### config.mk
export PLATFORM = sky130hd
export DESIGN_NAME = mem_access_ctrl_flat
export DESIGN_NICKNAME = d
export VERILOG_FILES = /design/src/rtl/mem_access_ctrl_if.sv /design/src/rtl/mem_access_ctrl.sv /design/src/flat_wrapper.sv
export SDC_FILE = /design/constraint.sdc
export NUM_CORES = 1
export LEC_CHECK = 0
export BUFFER_PORTS_ARGS = -buffer_cell sky130_fd_sc_hd__buf_2
export CAP_MARGIN = 0
export CORE_ASPECT_RATIO = 1.1
export CORE_MARGIN = 1.5
export CORE_UTILIZATION = 45
export CTS_BUF_LIST = sky130_fd_sc_hd__clkbuf_16
export DETAILED_ROUTE_END_ITERATION = 8
export PLACE_DENSITY = 0.72
export SKIP_CTS_REPAIR_TIMING = 1
export SKIP_LAST_GASP = 1
export SLEW_MARGIN = 10
export SYNTH_ARGS = -nofsm -noshare
export SYNTH_HDL_FRONTEND = slang
export SYNTH_SLANG_ARGS = --single-unit
### constraint.sdc
create_clock -name clk -period 1.4 [get_ports clk]
set_input_delay 0.14 -clock clk [delete_from_list [all_inputs] [get_ports clk]]
set_output_delay 0.14 -clock clk [all_outputs]
set_load 0.1 [all_outputs]
### src/rtl/mem_access_ctrl_if.sv
// mem_access_ctrl_if: request/response handshake plus data-memory port.
// Ports: slave = controller side, master = core/memory side.
//   req_valid/req_ready/req_write/req_wide/req_addr/req_wdata : request channel
//   resp_valid/resp_data : one-cycle completion pulse and result
//   mem_we/mem_w_addr/mem_w_data/mem_r_addr/mem_r_data : memory port
interface mem_access_ctrl_if #(
  parameter int DATA_WIDTH = 8,
  parameter int ADDR_WIDTH = 8
);
  logic                    req_valid;
  logic                    req_ready;
  logic                    req_write;
  logic                    req_wide;
  logic [ADDR_WIDTH-1:0]   req_addr;
  logic [2*DATA_WIDTH-1:0] req_wdata;

  logic                    resp_valid;
  logic [2*DATA_WIDTH-1:0] resp_data;

  logic                    mem_we;
  logic [ADDR_WIDTH-1:0]   mem_w_addr;
  logic [2*DATA_WIDTH-1:0] mem_w_data;
  logic [ADDR_WIDTH-1:0]   mem_r_addr;
  logic [DATA_WIDTH-1:0]   mem_r_data;

  modport slave (
    input  req_valid,
    input  req_write,
    input  req_wide,
    input  req_addr,
    input  req_wdata,
    output req_ready,
    output resp_valid,
    output resp_data,
    output mem_we,
    output mem_w_addr,
    output mem_w_data,
    output mem_r_addr,
    input  mem_r_data
  );

  modport master (
    output req_valid,
    output req_write,
    output req_wide,
    output req_addr,
    output req_wdata,
    input  req_ready,
    input  resp_valid,
    input  resp_data,
    input  mem_we,
    input  mem_w_addr,
    input  mem_w_data,
    input  mem_r_addr,
    output mem_r_data
  );
endinterface

### src/rtl/mem_access_ctrl.sv
// mem_access_ctrl: sequences byte/word reads and word writes onto data memory.
// Ports: clk, rst (sync, active-high), bus (mem_access_ctrl_if.slave).
//   Word reads are two byte reads assembled little-endian.
//   All mem_* outputs come from registers; only rst gates mem_we/req_ready.
module mem_access_ctrl #(
  parameter int DATA_WIDTH = 8,
  parameter int ADDR_WIDTH = 8
) (
  input logic             clk,
  input logic             rst,
  mem_access_ctrl_if.slave bus
);

  localparam int WW = 2 * DATA_WIDTH;

  typedef enum logic [2:0] {
    IDLE,
    WR,
    RD0,
    RD1,
    RD2,
    DONE
  } state_t;

  typedef struct packed {
    logic                  wide;
    logic [ADDR_WIDTH-1:0] addr;
    logic [WW-1:0]         wdata;
  } req_t;

  state_t                state;
  req_t                  req_q;
  logic [DATA_WIDTH-1:0] lo_q;
  logic                  ready_q;
  logic                  we_q;
  logic                  rv_q;
  logic [WW-1:0]         rdata_q;
  logic [ADDR_WIDTH-1:0] raddr_q;
  logic [ADDR_WIDTH-1:0] addr_inc;

  // Wraps modulo 2^ADDR_WIDTH, matching the memory's own write wrap.
  assign addr_inc = req_q.addr + ADDR_WIDTH'(1);

  always_ff @(posedge clk) begin
    if (rst) begin
      state   <= IDLE;
      req_q   <= '0;
      lo_q    <= '0;
      ready_q <= 1'b1;
      we_q    <= 1'b0;
      rv_q    <= 1'b0;
      rdata_q <= '0;
      raddr_q <= '0;
    end else begin
      we_q <= 1'b0;
      rv_q <= 1'b0;
      unique case (state)
        IDLE: begin
          if (bus.req_valid) begin
            req_q.wide  <= bus.req_wide;
            req_q.addr  <= bus.req_addr;
            req_q.wdata <= bus.req_wdata;
            raddr_q     <= bus.req_addr;
            ready_q     <= 1'b0;
            if (bus.req_write) begin
              state <= WR;
              we_q  <= 1'b1;
            end else begin
              state <= RD0;
            end
          end
        end
        WR: begin
          state   <= DONE;
          rv_q    <= 1'b1;
          rdata_q <= req_q.wdata;
        end
        RD0: begin
          state <= RD1;
          // Second byte address goes out while the first byte returns.
          if (req_q.wide) begin
            raddr_q <= addr_inc;
          end
        end
        RD1: begin
          lo_q <= bus.mem_r_data;
          if (req_q.wide) begin
            state   <= RD2;
            raddr_q <= req_q.addr;
          end else begin
            state   <= DONE;
            rv_q    <= 1'b1;
            rdata_q <= {{DATA_WIDTH{1'b0}}, bus.mem_r_data};
          end
        end
        RD2: begin
          state   <= DONE;
          rv_q    <= 1'b1;
          rdata_q <= {bus.mem_r_data, lo_q};
        end
        DONE: begin
          state   <= IDLE;
          ready_q <= 1'b1;
        end
        default: begin
          state   <= IDLE;
          ready_q <= 1'b1;
        end
      endcase
    end
  end

  // rst gating keeps a write in WR from committing on the reset edge.
  assign bus.req_ready  = ready_q & ~rst;
  assign bus.mem_we     = we_q & ~rst;
  assign bus.resp_valid = rv_q;
  assign bus.resp_data  = rdata_q;
  assign bus.mem_w_addr = req_q.addr;
  assign bus.mem_w_data = req_q.wdata;
  assign bus.mem_r_addr = raddr_q;

endmodule

### src/flat_wrapper.sv
// flat-port wrapper written by rule: the top's interface ports become plain ports
module mem_access_ctrl_flat 
#(
  parameter int DATA_WIDTH = 8,
  parameter int ADDR_WIDTH = 8
)
  (clk, rst, bus_req_valid, bus_req_write, bus_req_wide, bus_req_addr, bus_req_wdata, bus_req_ready, bus_resp_valid, bus_resp_data, bus_mem_we, bus_mem_w_addr, bus_mem_w_data, bus_mem_r_addr, bus_mem_r_data);
  mem_access_ctrl_if #(.DATA_WIDTH(DATA_WIDTH), .ADDR_WIDTH(ADDR_WIDTH)) bus_i ();
  input logic clk;
  input logic rst;
  input wire logic [$bits(bus_i.req_valid)-1:0] bus_req_valid;
  input wire logic [$bits(bus_i.req_write)-1:0] bus_req_write;
  input wire logic [$bits(bus_i.req_wide)-1:0] bus_req_wide;
  input wire logic [$bits(bus_i.req_addr)-1:0] bus_req_addr;
  input wire logic [$bits(bus_i.req_wdata)-1:0] bus_req_wdata;
  output wire logic [$bits(bus_i.req_ready)-1:0] bus_req_ready;
  output wire logic [$bits(bus_i.resp_valid)-1:0] bus_resp_valid;
  output wire logic [$bits(bus_i.resp_data)-1:0] bus_resp_data;
  output wire logic [$bits(bus_i.mem_we)-1:0] bus_mem_we;
  output wire logic [$bits(bus_i.mem_w_addr)-1:0] bus_mem_w_addr;
  output wire logic [$bits(bus_i.mem_w_data)-1:0] bus_mem_w_data;
  output wire logic [$bits(bus_i.mem_r_addr)-1:0] bus_mem_r_addr;
  input wire logic [$bits(bus_i.mem_r_data)-1:0] bus_mem_r_data;
  assign bus_i.req_valid = bus_req_valid;
  assign bus_i.req_write = bus_req_write;
  assign bus_i.req_wide = bus_req_wide;
  assign bus_i.req_addr = bus_req_addr;
  assign bus_i.req_wdata = bus_req_wdata;
  assign bus_req_ready = bus_i.req_ready;
  assign bus_resp_valid = bus_i.resp_valid;
  assign bus_resp_data = bus_i.resp_data;
  assign bus_mem_we = bus_i.mem_we;
  assign bus_mem_w_addr = bus_i.mem_w_addr;
  assign bus_mem_w_data = bus_i.mem_w_data;
  assign bus_mem_r_addr = bus_i.mem_r_addr;
  assign bus_i.mem_r_data = bus_mem_r_data;
  mem_access_ctrl #(.DATA_WIDTH(DATA_WIDTH), .ADDR_WIDTH(ADDR_WIDTH)) u_core (.clk(clk), .rst(rst), .bus(bus_i));
endmodule
* Yosys cells after proc, flatten, opt, wreduce, memory -nomap -nowiden
Index checks and enable logic that the tools add are counted.
** Cells by class
- $add $sub $neg :: 1
- Equality and inequality tests :: 8
- Muxes and demuxes :: 15
- Bitwise operators :: 6
- Reductions and logical operators :: 10
** Operator list (number)
- $pmux 16 s3 :: 1
- $mux 8 :: 3
- $pmux 8 s3 :: 1
- $mux 16 :: 1
- $pmux 3 s4 :: 1
- $add 8x1->8 const B :: 1
- $eq 3x2->1 const B :: 2
- $reduce_and 2->1 :: 3
- $reduce_bool 3->1 :: 2
- $mux 1 :: 4
- $ne 2x1->1 const B :: 2
- $ne 2x2->1 const B :: 2
- $not 1->1 :: 4
- $pmux 1 s2 :: 2
- $reduce_and 4->1 :: 1
- $reduce_or 4->1 :: 1
- $eq 3x1->1 const B :: 1
- $eq 3x3->1 const B :: 1
- $logic_not 3->1 :: 1
- $mux 3 :: 1
- $reduce_or 3->1 :: 1
- $and 1x1->1 :: 2
- $mux 2 :: 1
- $reduce_or 2->1 :: 1
** Word-level totals
- Register bits :: 63
- Bits of input ports :: 37
- Output and inout port bits :: 51
- Logic and storage cells :: 50

* Logic depth before layout (Yosys ltp)
Gate-level depths: netlist (run 1).
- Word-level depth :: 4
- Depth in mapped cells :: 7
- Depth with buffers taken out :: 5

* Least setup slack after synthesis (run 1)
OpenSTA, ideal clock, no wires.
- Path type :: input-to-output
- Start point :: in rst
- End point :: out bus_mem_we
- Arrival :: 1.840 ns
- Required time :: 1.260 ns
- Path slack :: -0.580 ns
- Cell stages on the path :: 3
- Buffers on the path :: 2
- Cell sequence :: clkbuf_1 -> clkbuf_1 -> nor2b_1
** On the way
- Word-level cells in the longest chain between the ends :: 2
** RTL lines
- start: declaration :: line flat_wrapper.sv:10 : input logic rst;
- $not 1->1 :: line mem_access_ctrl.sv:115 : assign bus.mem_we = we_q & ~rst;
- $and 1x1->1 :: line mem_access_ctrl.sv:115
- end: declaration :: line flat_wrapper.sv:19 : output wire logic [$bits(bus_i.mem_we)-1:0] bus_mem_we;
Every way passes these cells.

* Worst setup path in the final report (run 1)
- Start point :: reg u_core.state[0]
- End point :: reg u_core.raddr_q[4], in the netlist u_core.bus.mem_r_addr[4]
** On the way
- Word-level cells in the longest chain between the ends :: 3
- Elaborated cells on any way between the ends :: 9
- Those cells by class :: eq/ne (5); mux (1); reduce/logical (3)
** RTL lines
- start: declaration :: line mem_access_ctrl.sv:31 : state_t state;
- start signal: assignment :: line mem_access_ctrl.sv:46 : state <= IDLE;
- start signal: assignment :: line mem_access_ctrl.sv:66 : state <= WR;
- start signal: assignment :: line mem_access_ctrl.sv:69 : state <= RD0;
- $eq 3x2->1 / $logic_not 3->1 (equally long branches) :: line mem_access_ctrl.sv:57 : unique case (state)
- $ne 2x1->1 (no source line) (tied with other cells)
- $reduce_and 4->1 (no source line)
- end signal: assignment :: line mem_access_ctrl.sv:63 : raddr_q <= bus.req_addr;
- end signal: assignment :: line mem_access_ctrl.sv:82 : raddr_q <= addr_inc;
- end signal: assignment :: line mem_access_ctrl.sv:89 : raddr_q <= req_q.addr;
- end: declaration :: line mem_access_ctrl.sv:38 : logic [ADDR_WIDTH-1:0] raddr_q;
Parallel ways exist; a longest one is shown, timed or not.
A chain may end at the register's enable or synchronous reset.

==> results of run 1 <==
## critical path, cell delays in order, from the launching register on
cell and delay [ps]:
sky130_fd_sc_hd__dfxtp_2 330, sky130_fd_sc_hd__or3b_4 410, sky130_fd_sc_hd__a21o_4 240, sky130_fd_sc_hd__buf_12 130
sky130_fd_sc_hd__a211o_1 240, sky130_fd_sc_hd__a21oi_2 130
## state kept, by name (all words and copies together), names as in the netlist
signal / flops
u_core.bus.mem_w_data: 16
u_core.state: 3
u_core.req_q: 1
u_core.bus.resp_valid: 1
u_core.ready_q: 1
u_core.bus.mem_w_addr: 8
u_core.lo_q: 8
u_core.bus.mem_r_addr: 8
u_core.bus.resp_data: 16
u_core.we_q: 1
## area by class of cell
class	count	area, µm²	share of cell area [%]
multi-input combinational	249	1490	36.4
sequential	63	1270	31.1
timing repair buffer	130	895	21.8
clock buffer	9	225	5.49
tap	82	103	2.50
clock inverter	7	72.6	1.77
inverter	11	41.3	1.01
## synthesized netlist by cell type (7+ instances only)
library cell and n:
sky130_fd_sc_hd__a21oi_1 39, sky130_fd_sc_hd__a222oi_1 8, sky130_fd_sc_hd__buf_2 8, sky130_fd_sc_hd__buf_4 25, sky130_fd_sc_hd__clkbuf_1 16, sky130_fd_sc_hd__dfxtp_1 63
sky130_fd_sc_hd__inv_1 10, sky130_fd_sc_hd__mux2i_1 10, sky130_fd_sc_hd__nand2_1 76, sky130_fd_sc_hd__nor2_1 38, sky130_fd_sc_hd__nor2b_1 7, sky130_fd_sc_hd__nor4_1 12
sky130_fd_sc_hd__o22ai_1 7, sky130_fd_sc_hd__o2bb2ai_1 7
## report_power, final
part | switching (mW) | internal, mW
clock network | 0.838 | 1.38
registers | 0.163 | 2.02
logic | 2.18 | 0.835
## metal layers
layer	share of wire [%]	global-route usage (%)
met5	0	0
met4	2.1	11.0
met3	5.4	5.26
met2	49	36.8
met1	43	29.9
## stage by stage
step	utilization (%)	instances	hold WS (ps)	power [mW]
5_1_grt	63.0	551	31.1	7.68
3_5_place_dp	55.1	529	386	4.97
3_3_place_gp	55.1	529	382	4.93
2_1_floorplan	-	375	259	4.44
6_report	63.0	551	35.2	7.41
4_1_cts	59.7	545	40.3	7.18
## worst min path at each step
stage                     startpoint  depth (start not counted)                        to  slack [ps]
finish                 bus_req_write                          2           u_core.state[1]          40
detailed placement  bus_req_wdata[2]                          3  u_core.bus.mem_w_data[2]         390
global route           bus_req_write                          2           u_core.state[1]          30
global placement    bus_req_wdata[5]                          3  u_core.bus.mem_w_data[5]         380
CTS                 bus_req_wdata[2]                          3  u_core.bus.mem_w_data[2]          40
floorplan              bus_req_write                          1           u_core.state[1]         260
## logic make-up (layout without fill, tap and decap cells)
| group | Yosys count | after routing | synth area share [%] |
|---|---|---|---|
| buffers and inverters | 63 | 157 | 12.0 |
| AND/OR/NAND/NOR | 152 | 152 | 22.5 |
| flip-flops | 63 | 63 | 41.9 |
| multiplexers | 10 | 10 | 3.32 |
| AO/OA/AOI/OAI | 80 | 80 | 18.1 |
| adder cells (fa/ha/maj) | 1 | 1 | 0.415 |
| XOR/XNOR | 6 | 6 | 1.74 |
==> run summary, run 1 <==
============================================================================
Placed Area ...................................................     3590 µm²
Number of enable flip-flop cells after synthesis ..............            0
CTS tree ......................................................          yes
Final Max Tran Viols ..........................................            0
Worst-case vdd ir drop ........................................     0.917 mV
Detailed placement HPWL .......................................      5.88 mm
RSZ-0062 raised after global routing ..........................          yes
Clock latency at the later pin of the worst-skew pair .........       330 ps
Avg Synthesized Cell Area .....................................     8.03 µm²
Fraction of layout instances using a drive strength above 1 ...        38.0%
Violation count after the first detailed-route iteration ......          230
Setup Slack @ Placement .......................................      -195 ps
Type of the worst setup path .................................. flip-flop to flip-flop
H-tree lvl count ..............................................            3
Number of buffers between clock root and the deepest sink .....            2
Core Area .....................................................     6520 µm²
Run status .................................................... finished with violations
Post-layout instance area .....................................     4110 µm²
Leakage .......................................................      1.87 nW
Average via count per standard cell ...........................         5.37
Tightest Pin Transition .......................................       497 ps
Mapped Cells ..................................................          375
Library cells used by synthesis ...............................           43
Share of the synthesized area in the top cell type ............        41.9%
Antenna diode count ...........................................            0
Routed WL .....................................................      8.66 mm
Root buffer selected by CTS ................................... sky130_fd_sc_hd__clkbuf_16
Total clock buffers created by CTS ............................            9
Hold violation count in the final report ......................            0
Net count after synthesis .....................................          413
Final-layout fill cell count ..................................          562
R2R Path End .................................................. u_core.bus.mem_r_addr[4]
Vias ..........................................................         2960
P per Cell Area ...............................................  1800 nW/µm²
Failing checks ................................................ setup timing
Layout overhead on the synthesized area .......................        36.3%
FF-to-FF path depth ...........................................            5
Io pins .......................................................           88
Number of synthesized register bits ...........................           63
Number of antenna-violating nets in the routed design .........            0
NumNets Final .................................................          502
Via count of the first global-routing pass ....................         2640
Floorplan die area ............................................     7200 µm²
Post-synthesis async set-or-reset flop share ..................           0%
Initial antenna violation count ...............................            0
Worst Hold Class .............................................. input port to flip-flop
Final clock period utilization by the worst path ..............         111%
Primary FF master, synth ...................................... sky130_fd_sc_hd__dfxtp_1
Starting density of the core ..................................        46.2%
X dimension of the die ........................................      81.0 µm
Max FO, Critical Path .........................................            8
First drt pass iteration count ................................            5
Setup crit end kind ...........................................    flip-flop
DRC viols .....................................................            0
Sequential share of the synthesized area ......................        41.9%
Synthesis warning total .......................................            0
Maximum clock frequency .......................................      641 MHz
Relative max-transition margin ................................        67.1%
Number of port buffers ........................................           87
Number of max-cap violations ..................................            0
Leading cell types in the layout, fill and taps excluded ...... sky130_fd_sc_hd__buf_2, sky130_fd_sc_hd__nand2_1, sky130_fd_sc_hd__dfxtp_1
Arrival time at the worst endpoint ............................      1820 ps
Wire length per cell after detailed routing ...................      15.7 µm
Crit path capture ............................................. u_core.bus.mem_r_addr[4]
Clock-pin transition on the worst setup and hold timing paths .        60 ps
Critical Path Start ........................................... u_core.state[0]
Crit Reg-Reg Startpoint ....................................... u_core.state[0]
Overall routing resource usage ................................        23.2%
Category of the worst setup path launch point .................    flip-flop
Worst Clk Skew ................................................      4.13 ps
Global-route wire length before repair ........................      12.6 mm
Final GP Congestion ...........................................        0.841
Setup Viol. Count Final .......................................           26
# clock sinks .................................................           63
Minimum setup slack in the final design .......................      -159 ps
Required time of the critical path ............................      1660 ps
Worst setup slack for register-to-register paths ..............      -160 ps
Post-layout minimum cycle time ................................      1560 ps
GRT Residual Overflow .........................................            0
Leading post-synthesis cells by cell area ..................... sky130_fd_sc_hd__dfxtp_1, sky130_fd_sc_hd__nand2_1, sky130_fd_sc_hd__a21oi_1
Post-synthesis cell type with the largest combined area ....... sky130_fd_sc_hd__dfxtp_1
Total negative slack ..........................................     -2010 ps
Summed instance area of the synthesized netlist ...............     3010 µm²
Vert. Die Dim .................................................      88.8 µm
Placement row count ...........................................           31
Maximum number of pins on one net before global-route repair ..           40
Most common cell after layout, fill and taps aside ............ sky130_fd_sc_hd__buf_2
============================================================================
Power figures use the tool's default switching activity.
==> run 2, diff against run 1 <==
- CORE_UTILIZATION: 45 -> 52
- PLACE_DENSITY: 0.72 -> 0.78
- clock period: 1.4 -> 1.67 ns (I/O delays scaled with it)
==> run summary, run 2 (synthesized netlist as in run 1, its figures left out) <==
============================================================================
Run status .................................................... finished with violations
Failing checks ................................................ setup timing
Post-layout minimum cycle time ................................      1710 ps
Worst Clk Skew ................................................      6.44 ps
Worst Hold Path Cells .........................................            3
Setup crit end kind ...........................................    flip-flop
Wire length per cell after detailed routing ...................      14.9 µm
Vert. Die Dim .................................................      82.8 µm
Antenna diode count ...........................................            0
Power consumption .............................................      5.80 mW
Minimum setup slack in the final design .......................     -42.1 ps
Setup Viol. Count Final .......................................            1
Core Area .....................................................     5500 µm²
FF-to-FF path depth ...........................................            4
Leading cell types in the layout, fill and taps excluded ...... sky130_fd_sc_hd__buf_2, sky130_fd_sc_hd__nand2_1, sky130_fd_sc_hd__dfxtp_1
Placement row count ...........................................           28
Post-route insts no fill ......................................          521
Global-route wire length before repair ........................      12.1 mm
Category of the worst setup path launch point .................    flip-flop
Maximum clock frequency .......................................      584 MHz
Layout overhead on the synthesized area .......................        22.0%
X dimension of the die ........................................      75.6 µm
Vias ..........................................................         2858
Violation count after the first detailed-route iteration ......          252
# placed instances ............................................          504
DRC viols .....................................................            0
Tightest Pin Transition .......................................       507 ps
Hold violation count in the final report ......................            0
Detailed placement HPWL .......................................      5.25 mm
Final cell utilization of the core ............................        66.8%
Final Max Tran Viols ..........................................            0
Relative max-transition margin ................................        66.4%
Worst-case vdd ir drop ........................................     0.789 mV
Maximum number of pins on one net before global-route repair ..           39
Worst Hold Class .............................................. input port to flip-flop
Clock-pin transition on the worst setup and hold timing paths .        50 ps
Type of the worst setup path .................................. flip-flop to flip-flop
Root buffer selected by CTS ................................... sky130_fd_sc_hd__clkbuf_16
Arrival time at the worst endpoint ............................      1890 ps
Clock latency at the later pin of the worst-skew pair .........       330 ps
Max FO, Critical Path .........................................           13
Starting density of the core ..................................        54.8%
Setup Slack @ Placement .......................................     -24.2 ps
Fraction of layout instances using a drive strength above 1 ...        29.4%
Worst hold-check slack ........................................      74.5 ps
Leakage .......................................................      1.68 nW
Final clock period utilization by the worst path ..............         103%
Number of port buffers ........................................           87
P per Cell Area ...............................................  1580 nW/µm²
Io pins .......................................................           88
H-tree lvl count ..............................................            3
Most common cell after layout, fill and taps aside ............ sky130_fd_sc_hd__buf_2
Number of buffers between clock root and the deepest sink .....            2
Total clock buffers created by CTS ............................            9
Initial antenna violation count ...............................            0
Routed WL .....................................................      7.76 mm
Post-layout instance area .....................................     3680 µm²
CTS tree ......................................................          yes
Required time of the critical path ............................      1850 ps
Placed Area ...................................................     3360 µm²
Final GP Congestion ...........................................        0.879
RSZ-0062 raised after global routing ..........................          yes
NumNets Final .................................................          479
Number of antenna-violating nets in the routed design .........            0
Via count of the first global-routing pass ....................         2569
First drt pass iteration count ................................            6
GRT Residual Overflow .........................................            0
Floorplan die area ............................................     6260 µm²
# clock sinks .................................................           63
Total negative slack ..........................................     -42.1 ps
Number of max-cap violations ..................................            0
Average via count per standard cell ...........................         5.49
Overall routing resource usage ................................        25.1%
============================================================================
==> run 2: changes by cell type in the layout (fill, tap and decap cells not counted), sizes merged <==
cell,before,now
clkbuf,13,9
buf,126,106
clkinv,2,5
clkinvlp,4,2
==> run 2: worst max-delay path, stage by stage, from the launching register on <==
cell,delay (ps)
sky130_fd_sc_hd__dfxtp_1,420
sky130_fd_sc_hd__buf_4,240
sky130_fd_sc_hd__nor4_1,80
sky130_fd_sc_hd__or3_1,380
sky130_fd_sc_hd__a2111oi_1,440
==> run 2: path summary, 6_finish.rpt <==
path                                     to  slack, ps                startpoint
setup / recovery            u_core.state[0]        -40           u_core.state[0]
hold / removal    u_core.bus.mem_w_data[11]         70         bus_req_wdata[11]
setup reg to reg            u_core.state[0]        -40           u_core.state[0]
hold reg to reg    u_core.bus.mem_r_addr[3]        460  u_core.bus.mem_r_addr[3]
==> run 2: per-layer routing <==
layer	vias up	track usage, %	wire [µm]
met5	-	0	0
met4	0	11.9	159
met3	15	5.83	671
met2	149	34.8	3450
met1	1294	36.4	3490
li1	1400	-	-
==> run 2: report_power, final <==
part | internal [mW] | total [mW] | switching [mW]
clock | 1.13 | 1.75 | 0.624
sequential | 1.69 | 1.84 | 0.156
combinational | 0.482 | 2.20 | 1.72
==> run 2: final cells by class <==
type | instances | area [µm²]
Inverter | 11 | 45.0
Clock inverter | 7 | 56.3
Multi-Input combinational cell | 249 | 1410
Timing Repair inverter | 1 | 7.51
Fill cell | 457 | 1820
Timing Repair Buffer | 106 | 578
Sequential cell | 63 | 1260
Clock buffer | 9 | 225
Tap cell | 75 | 93.8
==> run 3, diff against run 2 <==
- ABC_AREA: default -> 1
- CORE_UTILIZATION: 52 -> 51
- PLACE_DENSITY: 0.78 -> 0.77
==> run summary, run 3 <==
=================================================================================================================
Final cell utilization of the core .................................................................        65.8%
Final-layout fill cell count .......................................................................          497
Worst Hold Class ................................................................................... input port to flip-flop
Required time of the critical path .................................................................      1890 ps
Library cells used by synthesis ....................................................................           23
Critical Path Start ................................................................................ u_core.state[1]
Number of buffers between clock root and the deepest sink ..........................................            2
Final Max Tran Viols ...............................................................................            0
Summed instance area of the synthesized netlist ....................................................     2870 µm²
Number of synthesized register bits ................................................................           63
Compound-Gate Fraction of Synth Area ...............................................................        20.1%
H-tree lvl count ...................................................................................            3
Routed WL ..........................................................................................      7.36 mm
Mux contribution to synthesized area ...............................................................           0%
Crit Reg-Reg Startpoint ............................................................................ u_core.state[1]
First drt pass iteration count .....................................................................            5
Most common cell in the synthesized netlist ........................................................ sky130_fd_sc_hd__dfxtp_1
Leading cell types in the layout, fill and taps excluded ........................................... sky130_fd_sc_hd__buf_2, sky130_fd_sc_hd__dfxtp_1, sky130_fd_sc_hd__o21ai_0
Post-route insts no fill ...........................................................................          544
Clock latency at the later pin of the worst-skew pair ..............................................       330 ps
X dimension of the die .............................................................................      74.6 µm
Largest family of logic cells by synthesized area .................................................. simple AND/OR/NAND/NOR gates
Critical path cell sequence ........................................................................ inv_2, nor2_4, nand2_4, buf_4, nand2_1, inv_1, a21oi_1, a21oi_1
# clock sinks ......................................................................................           63
Arrival time at the worst endpoint .................................................................      1750 ps
Sequential share of the synthesized area ...........................................................        43.9%
Wire length per cell after detailed routing ........................................................      13.5 µm
Fraction of layout instances using a drive strength above 1 ........................................        27.1%
Initial antenna violation count ....................................................................            0
Worst Clk Skew .....................................................................................      4.91 ps
Combined area of the multi-input logic cells .......................................................     1230 µm²
Core Area ..........................................................................................     5400 µm²
Average via count per standard cell ................................................................         5.28
Type of the worst setup path ....................................................................... flip-flop to flip-flop
GRT Residual Overflow ..............................................................................            0
Critical path's largest stage delay ................................................................       420 ps
Root buffer selected by CTS ........................................................................ sky130_fd_sc_hd__clkbuf_16
Max FO, Critical Path ..............................................................................            9
Run status ......................................................................................... finished clean
Global-route wire length before repair .............................................................      11.5 mm
Final GP Congestion ................................................................................        0.882
Violation count after the first detailed-route iteration ...........................................          224
Area fraction in and, or, nand and nor cells after synthesis .......................................        22.0%
Clock-pin transition on the worst setup and hold timing paths ......................................        50 ps
Avg Synthesized Cell Area ..........................................................................     7.25 µm²
Number of enable flip-flop cells after synthesis ...................................................            0
Maximum number of pins on one net before global-route repair .......................................           49
Floorplan die area .................................................................................     6090 µm²
# placed instances .................................................................................          528
FF-to-FF path depth ................................................................................            8
Worst setup slack for register-to-register paths ...................................................       130 ps
Post-layout minimum cycle time .....................................................................      1540 ps
Post-synthesis async set-or-reset flop share .......................................................           0%
Maximum clock frequency ............................................................................      651 MHz
RSZ-0062 raised after global routing ...............................................................           no
Synthesis warning total ............................................................................            0
Layout overhead on the synthesized area ............................................................        23.5%
Crit path max-delay cell type ...................................................................... sky130_fd_sc_hd__dfxtp_1
Placement row count ................................................................................           28
Setup Viol. Count Final ............................................................................            0
Relative max-transition margin .....................................................................        67.2%
Total negative slack ...............................................................................         0 ps
Post-synthesis cell type with the largest combined area ............................................ sky130_fd_sc_hd__dfxtp_1
Crit path top cell by count ........................................................................ sky130_fd_sc_hd__a21oi_1
Overall routing resource usage .....................................................................        25.1%
Share of the synthesized area in the top cell type .................................................        43.9%
Category of the worst setup path launch point ......................................................    flip-flop
Antenna diode count ................................................................................            0
Net count after synthesis ..........................................................................          434
Io pins ............................................................................................           88
Crit path capture .................................................................................. u_core.bus.resp_data[7]
Via count of the first global-routing pass .........................................................         2506
Arithmetic-cell share of the synthesized area counting full adders, half adders and majority gates .       0.436%
Primary FF master, synth ........................................................................... sky130_fd_sc_hd__dfxtp_1
Number of port buffers .............................................................................           87
Worst hold-check slack .............................................................................      56.7 ps
Total clock buffers created by CTS .................................................................            9
Most common cell after layout, fill and taps aside ................................................. sky130_fd_sc_hd__buf_2
Top post-synthesis cells by count .................................................................. sky130_fd_sc_hd__dfxtp_1, sky130_fd_sc_hd__o21ai_0, sky130_fd_sc_hd__nor2_1
Register cell area after layout ....................................................................     1260 µm²
Number of max-cap violations .......................................................................            0
Mapped Cells .......................................................................................          396
Starting density of the core .......................................................................        53.2%
Share of the synthesized netlist area taken by xor and xnor gates ..................................           0%
R2R Path End ....................................................................................... u_core.bus.resp_data[7]
Setup crit end kind ................................................................................    flip-flop
Tightest Pin Transition ............................................................................       495 ps
Hold violation count in the final report ...........................................................            0
Leading post-synthesis cells by cell area .......................................................... sky130_fd_sc_hd__dfxtp_1, sky130_fd_sc_hd__o21ai_0, sky130_fd_sc_hd__a21oi_1
CTS tree ...........................................................................................          yes
Final clock period utilization by the worst path ...................................................        92.0%
Vert. Die Dim ......................................................................................      81.7 µm
Number of antenna-violating nets in the routed design ..............................................            0
DRC viols ..........................................................................................            0
Detailed placement HPWL ............................................................................      5.04 mm
NumNets Final ......................................................................................          502
Vias ...............................................................................................         2874
=================================================================================================================
## run 3: cell types whose count changed after synthesis, sizes merged, moves of 8 or more
cell	change
o21ai	+61
nand3	+31
nand2	-24
inv	+20
nor2	+20
nor4	-12
mux2i	-10
a21oi	+9
a222oi	-8
## run 3: layout make-up
class                           instances  share of cell area [%]
Inverter                               30                    3.24
Clock buffer                            9                    6.35
Clock inverter                          7                    2.50
Timing Repair Buffer                  100                    15.0
Multi-Input combinational cell        260                    34.7
Tap cell                               75                    2.64
Sequential cell                        63                    35.5
## run 3: how the worst min path moves through the flow
stage / start / end / cells after the start
2_1_floorplan: bus_req_write / u_core.state[1] / 1
3_3_place_gp: bus_req_wdata[4] / u_core.bus.mem_w_data[4] / 3
3_5_place_dp: bus_req_wdata[5] / u_core.bus.mem_w_data[5] / 3
4_1_cts: bus_req_wdata[6] / u_core.bus.mem_w_data[6] / 3
5_1_grt: bus_req_wdata[7] / u_core.bus.mem_w_data[7] / 3
6_report: bus_req_wdata[3] / u_core.bus.mem_w_data[3] / 3
## run 3: worst max-delay path: cells and delay by family (launching register included)
kind	cells	cell delay, ps
AOI/OAI and AO/OA	2	280
buffers and inverters	3	430
DFF	1	420
and+or+nand+nor	3	300
## run 3: through the flow
stage	setup slack, ps	cell area [µm²]
2_1_floorplan	-284	2870
3_3_place_gp	149	3220
3_5_place_dp	127	3220
4_1_cts	114	3540
5_1_grt	6.90	3550
6_report	134	3550
## run 3: logic make-up after synthesis
family	after synthesis
compound gates	114
flops	63
simple gates	145
fa+ha+maj	1
buf+inv	73
## run 3: per-layer routing
metal / global-route usage, % / part of all wire, % / vias up
met2: 37.3 / 45 / 129
met5: 0 / 0 / -
met4: 9.82 / 1.9 / 0
li1: - / - / 1426
met3: 7.48 / 7.7 / 15
met1: 34.2 / 45 / 1304
Power of run 3 is left out: the tool's default activity adds up to more than one toggle a clock period on the data nets, which glitch-free logic cannot reach.
